**src/rtl/usb_acia_pkg.sv**
```systemverilog
// rtl/usb_acia_pkg.sv - register offsets, bit indices and helpers for the USB ACIA FIFO block
package usb_acia_pkg;

    localparam logic [1:0] REG_STAT       = 2'd0;
    localparam logic [1:0] REG_CTRL       = 2'd0;
    localparam logic [1:0] REG_DATA       = 2'd1;
    localparam logic [1:0] REG_RXCNT      = 2'd2;
    localparam logic [1:0] REG_TXFREE_THR = 2'd3;

    localparam int ST_RX_NOT_EMPTY = 0;
    localparam int ST_TX_NOT_FULL  = 1;
    localparam int ST_TX_EMPTY     = 2;
    localparam int ST_RX_UNF       = 3;
    localparam int ST_TX_OVF       = 4;
    localparam int ST_LPBK         = 5;
    localparam int ST_IRQ          = 7;

    localparam int CT_FLUSH = 0;
    localparam int CT_CLR   = 1;
    localparam int CT_LPBK  = 2;
    localparam int CT_TIE   = 6;
    localparam int CT_RIE   = 7;

    // Counts reach 256 only at the largest depth; clamp to the 8-bit read path.
    function automatic logic [7:0] sat8(input logic [8:0] v);
        return v[8] ? 8'hFF : v[7:0];
    endfunction

endpackage

```
**src/rtl/usb_acia_fifo_fifo.sv**
```systemverilog
// rtl/usb_acia_fifo_fifo.sv - acia_sync_fifo: power-of-two synchronous FIFO with flush and occupancy count
module acia_sync_fifo #(
    parameter int DEPTH = 16,
    parameter int W     = 8
) (
    input  logic               clk,
    input  logic               rst_n,
    input  logic               push,
    input  logic               pop,
    input  logic               flush,
    input  logic [W-1:0]       din,
    output logic [W-1:0]       head,
    output logic [$clog2(DEPTH):0] count,
    output logic               full,
    output logic               empty
);
    localparam int AW = $clog2(DEPTH);

    logic [W-1:0]  mem_q [DEPTH];
    logic [AW-1:0] wr_ptr_q, rd_ptr_q;
    logic [AW:0]   count_q;
    logic          do_push, do_pop;

    // Push is judged on the pre-pop count, so a full FIFO never accepts.
    assign do_push = push & ~full;
    assign do_pop  = pop & ~empty;

    always_ff @(posedge clk) begin
        if (do_push && !flush) begin
            mem_q[wr_ptr_q] <= din;
        end
    end

    always_ff @(posedge clk or negedge rst_n) begin
        if (!rst_n) begin
            wr_ptr_q <= '0;
            rd_ptr_q <= '0;
            count_q  <= '0;
        end else if (flush) begin
            wr_ptr_q <= '0;
            rd_ptr_q <= '0;
            count_q  <= '0;
        end else begin
            if (do_push) wr_ptr_q <= wr_ptr_q + AW'(1);
            if (do_pop)  rd_ptr_q <= rd_ptr_q + AW'(1);
            count_q <= count_q + (AW+1)'(do_push) - (AW+1)'(do_pop);
        end
    end

    assign head  = mem_q[rd_ptr_q];
    assign count = count_q;
    assign full  = (count_q == (AW+1)'(DEPTH));
    assign empty = (count_q == '0);

endmodule

```
**src/rtl/usb_acia_fifo.sv**
```systemverilog
// rtl/usb_acia_fifo.sv - buffered USB ACIA: CPU register bus to MUACM byte streams
// Optional internal TX->RX loopback with USB_ACIA_LOOPBACK_EN.
module usb_acia_fifo
    import usb_acia_pkg::*;
#(
    parameter int RX_DEPTH = 16,
    parameter int TX_DEPTH = 16
) (
    input  logic       clk,
    input  logic       rst_n,
    input  logic       cs,
    input  logic       we,
    input  logic [1:0] rs,
    input  logic [7:0] din,
    output logic [7:0] dout,
    input  logic [7:0] rx_data,
    input  logic       rx_val,
    output logic       rx_rdy,
    output logic [7:0] tx_data,
    output logic       tx_val,
    input  logic       tx_rdy,
    output logic       irq
);
    localparam int RX_AW = $clog2(RX_DEPTH);
    localparam int TX_AW = $clog2(TX_DEPTH);

    logic rd_stb, wr_stb, ctrl_wr, data_rd, data_wr, flush, clr_flags;
    logic [7:0] rx_head, tx_head, rx_din, status;
    logic [RX_AW:0] rx_count;
    logic [TX_AW:0] tx_count, tx_free;
    logic rx_full, rx_empty, tx_full, tx_empty;
    logic rx_push, rx_pop, tx_pop, lpbk_bit;

    logic       rie_q, rie_d, tie_q, tie_d, irq_q, irq_d;
    logic       rx_unf_q, rx_unf_d, tx_ovf_q, tx_ovf_d;
    logic [7:0] thresh_q, thresh_d, dout_q, dout_d;

    assign rd_stb    = cs & ~we;
    assign wr_stb    = cs & we;
    assign ctrl_wr   = wr_stb && (rs == REG_CTRL);
    assign data_rd   = rd_stb && (rs == REG_DATA);
    assign data_wr   = wr_stb && (rs == REG_DATA);
    assign flush     = ctrl_wr & din[CT_FLUSH];
    assign clr_flags = ctrl_wr & din[CT_CLR];
    assign rx_pop    = data_rd & ~rx_empty;

`ifdef USB_ACIA_LOOPBACK_EN
    logic lpbk_q, move;

    always_ff @(posedge clk or negedge rst_n) begin
        if (!rst_n)       lpbk_q <= 1'b0;
        else if (ctrl_wr) lpbk_q <= din[CT_LPBK];
    end

    // Streams are stalled, not dropped, while the internal path owns the FIFOs.
    assign move     = lpbk_q & ~tx_empty & ~rx_full;
    assign rx_rdy   = ~rx_full & ~lpbk_q;
    assign tx_val   = ~tx_empty & ~lpbk_q;
    assign rx_push  = move | (rx_val & rx_rdy);
    assign rx_din   = lpbk_q ? tx_head : rx_data;
    assign tx_pop   = move | (tx_val & tx_rdy);
    assign lpbk_bit = lpbk_q;
`else
    assign rx_rdy   = ~rx_full;
    assign tx_val   = ~tx_empty;
    assign rx_push  = rx_val & rx_rdy;
    assign rx_din   = rx_data;
    assign tx_pop   = tx_val & tx_rdy;
    assign lpbk_bit = 1'b0;
`endif

    acia_sync_fifo #(.DEPTH(RX_DEPTH), .W(8)) u_rx_fifo (
        .clk(clk), .rst_n(rst_n), .push(rx_push), .pop(rx_pop), .flush(flush),
        .din(rx_din), .head(rx_head), .count(rx_count), .full(rx_full), .empty(rx_empty)
    );

    acia_sync_fifo #(.DEPTH(TX_DEPTH), .W(8)) u_tx_fifo (
        .clk(clk), .rst_n(rst_n), .push(data_wr), .pop(tx_pop), .flush(flush),
        .din(din), .head(tx_head), .count(tx_count), .full(tx_full), .empty(tx_empty)
    );

    assign tx_free = (TX_AW+1)'(TX_DEPTH) - tx_count;

    always_comb begin
        status                  = '0;
        status[ST_RX_NOT_EMPTY] = ~rx_empty;
        status[ST_TX_NOT_FULL]  = ~tx_full;
        status[ST_TX_EMPTY]     = tx_empty;
        status[ST_RX_UNF]       = rx_unf_q;
        status[ST_TX_OVF]       = tx_ovf_q;
        status[ST_LPBK]         = lpbk_bit;
        status[ST_IRQ]          = irq_q;

        rie_d    = rie_q;
        tie_d    = tie_q;
        thresh_d = thresh_q;
        if (ctrl_wr) begin
            rie_d = din[CT_RIE];
            tie_d = din[CT_TIE];
        end
        if (wr_stb && rs == REG_TXFREE_THR) begin
            thresh_d = (din == 8'd0) ? 8'd1 : din;
        end

        rx_unf_d = clr_flags ? 1'b0 : (rx_unf_q | (data_rd & rx_empty));
        tx_ovf_d = clr_flags ? 1'b0 : (tx_ovf_q | (data_wr & tx_full));

        irq_d = (rie_q && (9'(rx_count) >= {1'b0, thresh_q})) | (tie_q & tx_empty);

        dout_d = dout_q;
        if (rd_stb) begin
            case (rs)
                REG_STAT:  dout_d = status;
                REG_DATA:  dout_d = rx_empty ? 8'h00 : rx_head;
                REG_RXCNT: dout_d = sat8(9'(rx_count));
                default:   dout_d = sat8(9'(tx_free));
            endcase
        end
    end

    always_ff @(posedge clk or negedge rst_n) begin
        if (!rst_n) begin
            rie_q    <= 1'b0;
            tie_q    <= 1'b0;
            thresh_q <= 8'd1;
            rx_unf_q <= 1'b0;
            tx_ovf_q <= 1'b0;
            irq_q    <= 1'b0;
            dout_q   <= 8'h00;
        end else begin
            rie_q    <= rie_d;
            tie_q    <= tie_d;
            thresh_q <= thresh_d;
            rx_unf_q <= rx_unf_d;
            tx_ovf_q <= tx_ovf_d;
            irq_q    <= irq_d;
            dout_q   <= dout_d;
        end
    end

    assign dout    = dout_q;
    assign irq     = irq_q;
    assign tx_data = tx_head;

endmodule
```
**config.mk**
```make
export PLATFORM = sky130hd
export DESIGN_NAME = usb_acia_fifo
export DESIGN_NICKNAME = d
export VERILOG_FILES = /design/src/rtl/usb_acia_pkg.sv /design/src/rtl/usb_acia_fifo_fifo.sv /design/src/rtl/usb_acia_fifo.sv
export SDC_FILE = /design/constraint.sdc
export NUM_CORES = 1
export LEC_CHECK = 0
export CAP_MARGIN = 20
export CORE_AREA = 3 3 150 152
export DETAILED_ROUTE_END_ITERATION = 10
export DIE_AREA = 0 0 153 155
export PLACE_DENSITY = 0.78
export SLEW_MARGIN = 20
export SYNTH_ARGS = -nofsm -noshare
export SYNTH_HDL_FRONTEND = slang
export SYNTH_SLANG_ARGS = --single-unit
```
**constraint.sdc**
```tcl
create_clock -name clk -period 8.15 [get_ports clk]
set_input_delay 1.2225 -clock clk [delete_from_list [all_inputs] [get_ports clk]]
set_output_delay 1.2225 -clock clk [all_outputs]
set_load 0.01 [all_outputs]
```
==> impl_metrics.py <==
metrics = {
    "placement": {
        "dp.cells": 989,
        "detailedPlace.worstSlack_ns": 4.09,
        "portBuffers": 42,
        "dpl.hpwl_mm": 16.3,
        "gp_congestion": 0.885,
        "dpl_cell_area_um2": 13400,
    },
    "grt": {
        "met2_usage": 0.384,
        "grt_overflow_total": 0,
        "antenna_found_initial": 0,
        "grt_pass1_vias": 6663,
        "grt_max_degree": 48,
        "grt.met3_usage": 0.0267,
        "met1_usage": 0.281,
        "grt_usage": 0.213,
        "grt-busiest-layer": "met2",
        "grt_first_pass_wirelength_mm": 38.7,
    },
    "layout": {
        "final_cells": 1042,
        "final_util": 0.673,
        "n_fill_cell": 1366,
        "final_area_um2": 14200,
        "diodes": 0,
        "syn_to_final_growth_pct": 11.7,
        "num-nets-final": 802,
        "layout-drive-gt1-share": 0.149,
    },
    "critical_path": {
        "cp.arrival_ns": 3.22,
        "cp-start-kind": "register",
        "crit_type": "register to output pin",
        "crit_fanout": 21,
        "crit_path_end": "tx_data[0]",
        "r2r_cells": 15,
        "worstPathRequired_ns": 6.93,
        "startpoint": "u_tx_fifo.rd_ptr_q[0]",
        "rr_endpoint": "u_rx_fifo.count[4]",
        "reg2reg_from": "u_rx_fifo.count[3]",
        "end_kind": "output pin",
        "r2r_slack_ns": 4.92,
    },
    "synthesis": {
        "syn_inst": 695,
        "ys_types": 46,
        "async_reset_ff_frac": 0.155,
        "syn_avg_cell_area_um2": 18.3,
        "synth_flop_cell": "edfxtp_1",
        "synth_top_area_share": 0.603,
        "yosysWarnings": 0,
        "synth_area_um2": 12700,
        "synth-edff-count": 256,
        "synth.area.top_cells": "edfxtp_1 60%, mux4_2 9.5%, dfrtp_1 9.0%",
        "synth_top_cell_by_area": "edfxtp_1",
        "ys_seq_elements": 303,
        "ys_seq_area_frac": 0.695,
        "synth_nets": 752,
    },
    "clock_network": {
        "postCtsSetupBuffers": 0,
        "cts_sinks": 303,
        "ctsHoldBuffers": 0,
        "ctsResizeCount": 0,
        "cts_tree": "done",
        "path_clk_slew_ns": 0.06,
        "clk_path_buf_depth": 3,
        "cts_made_buffers": 29,
        "htreeDepth": 1,
        "clock_latency_ns": 0.54,
        "cts_root_buf": "clkbuf_16",
    },
    "timing": {
        "finalSetupTns_ns": 0,
        "tightest_slew_ns": 0.940,
        "finalSetupViolCount": 0,
        "hold_viol_final": 0,
        "slew_headroom": 0.373,
        "slew_viol_final": 0,
        "period_needed_ns": 4.44,
        "fmax_mhz": 225,
        "finClkSkew_ns": 0.0113,
        "period_share": 0.545,
        "hold_slack_ns": 0.504,
        "layout_setup_ws_ns": 3.71,
        "rsz0062_at_grt": "false",
    },
    "pwr": {
        "finalPower_mw": 4.49,
        "vdd_drop_max_mv": 0.184,
        "p_leak_nw": 4.96,
        "power_density_nw_per_um2": 316,
    },
    "min_path": {
        "min_path_type": "register to register",
    },
    "detailed_routing": {
        "drt-total-wl_mm": 24.8,
        "drcViolationCount": 0,
        "ant_nets": 0,
        "drt_iter0_drc": 488,
        "dr.pass1.iters": 5,
        "routedWlPerCell_um": 23.8,
        "post_drt_via_cell_ratio": 6.09,
        "num_vias": 6347,
    },
    "floorplanning": {
        "die_area_um2": 23700,
        "io_pins": 43,
        "fp.coreArea_um2": 21200,
        "die_y_um": 155,
        "dieWidth_um": 153,
        "std_cell_rows": 53,
        "initial_core_util": 0.603,
    },
    "flow_run": {
        "drv_cap": 0,
    },
    "status": {
        "status": "finished, final reports clean",
    },
}
[critical path: stages (launching register included)]
cell and delay [ns]:
dfrtp_2 0.61, buf_4 0.43, mux4_1 0.63, mux4_2 0.49
clkdlybuf4s50_1 0.50
[cells by family (layout without fill, tap and decap cells)]
logic type | after synthesis | after routing | share of synthesized area
fa+ha+maj | 33 | 33 | 0.0336
buf+inv | 59 | 131 | 0.0251
simple gates | 139 | 139 | 0.0570
flops | 303 | 303 | 0.695
compound gates | 47 | 47 | 0.0229
xor+xnor | 19 | 19 | 0.0131
mux | 95 | 95 | 0.153
[registers in the layout, summed over array words and instances (netlist names)]
signal              cells
u_rx_fifo.mem_q       128
u_tx_fifo.mem_q       128
dout                    8
thresh_q                8
u_rx_fifo.count         5
u_tx_fifo.count         5
u_rx_fifo.rd_ptr_q      4
u_rx_fifo.wr_ptr_q      4
u_tx_fifo.rd_ptr_q      4
u_tx_fifo.wr_ptr_q      4
irq                     1
rie_q                   1
rx_unf_q                1
tie_q                   1
tx_ovf_q                1
[report_power, final]
group / switching [mW] / internal (mW) / leakage, nW / total (mW)
registers: 0.171 / 1.84 / 2.88 / 2.01
logic: 0.590 / 0.642 / 1.64 / 1.23
clock network: 0.542 / 0.712 / 0.432 / 1.25
[layout by cell type, fill, tap and decap left out, types with 16 or more instances in the layout]
cell type          n
edfxtp_1         256
dfrtp_1           45
and2_1            30
nor2_1            35
clkdlybuf4s50_1   41
a21oi_1           16
clkbuf_16         29
mux4_1            19
ha_1              31
nand2_1           30
inv_1             28
mux4_2            54
[final cells by class]
class                   count  area, um^2  share of cell area
repair buffers             50         475              0.0334
inverters                  28         105             0.00738
clock inverters            18         131             0.00923
multi-input cells         333        3560               0.250
well taps                 275         344              0.0242
flip-flops and latches    303        8870               0.623
clock buffers              35         748              0.0526
[Yosys cell counts, types with 5 or more instances]
master,instances
edfxtp_1,256
mux4_2,54
dfrtp_1,46
nor2_1,35
ha_1,31
and2_1,30
nand2_1,30
inv_1,28
mux4_1,19
a21oi_1,16
buf_2,14
mux2_2,11
mux2i_1,11
o21ai_0,11
xor2_1,11
nor2b_1,8
xnor2_1,8
nand2b_1,6
and3_1,5
buf_4,5
nand4_1,5
nor3_1,5
[worst min-delay path by stage]
stage	startpoint	end	slack [ns]	depth (start not counted)
final	dout[7]	dout[7]	0.50	2
after global routing	thresh_q[5]	thresh_q[5]	0.52	1
after CTS	dout[7]	dout[7]	0.51	2
after detailed placement	dout[7]	dout[7]	0.49	2
after global placement	dout[7]	dout[7]	0.48	2
after floorplan	thresh_q[0]	thresh_q[0]	0.46	2
[per-layer routing]
layer	part of all wire	wire, um
met1	0.40	9920
met2	0.54	13300
met5	0	0
met4	0.017	428
met3	0.046	1150
(Power assumes the default switching activity.)
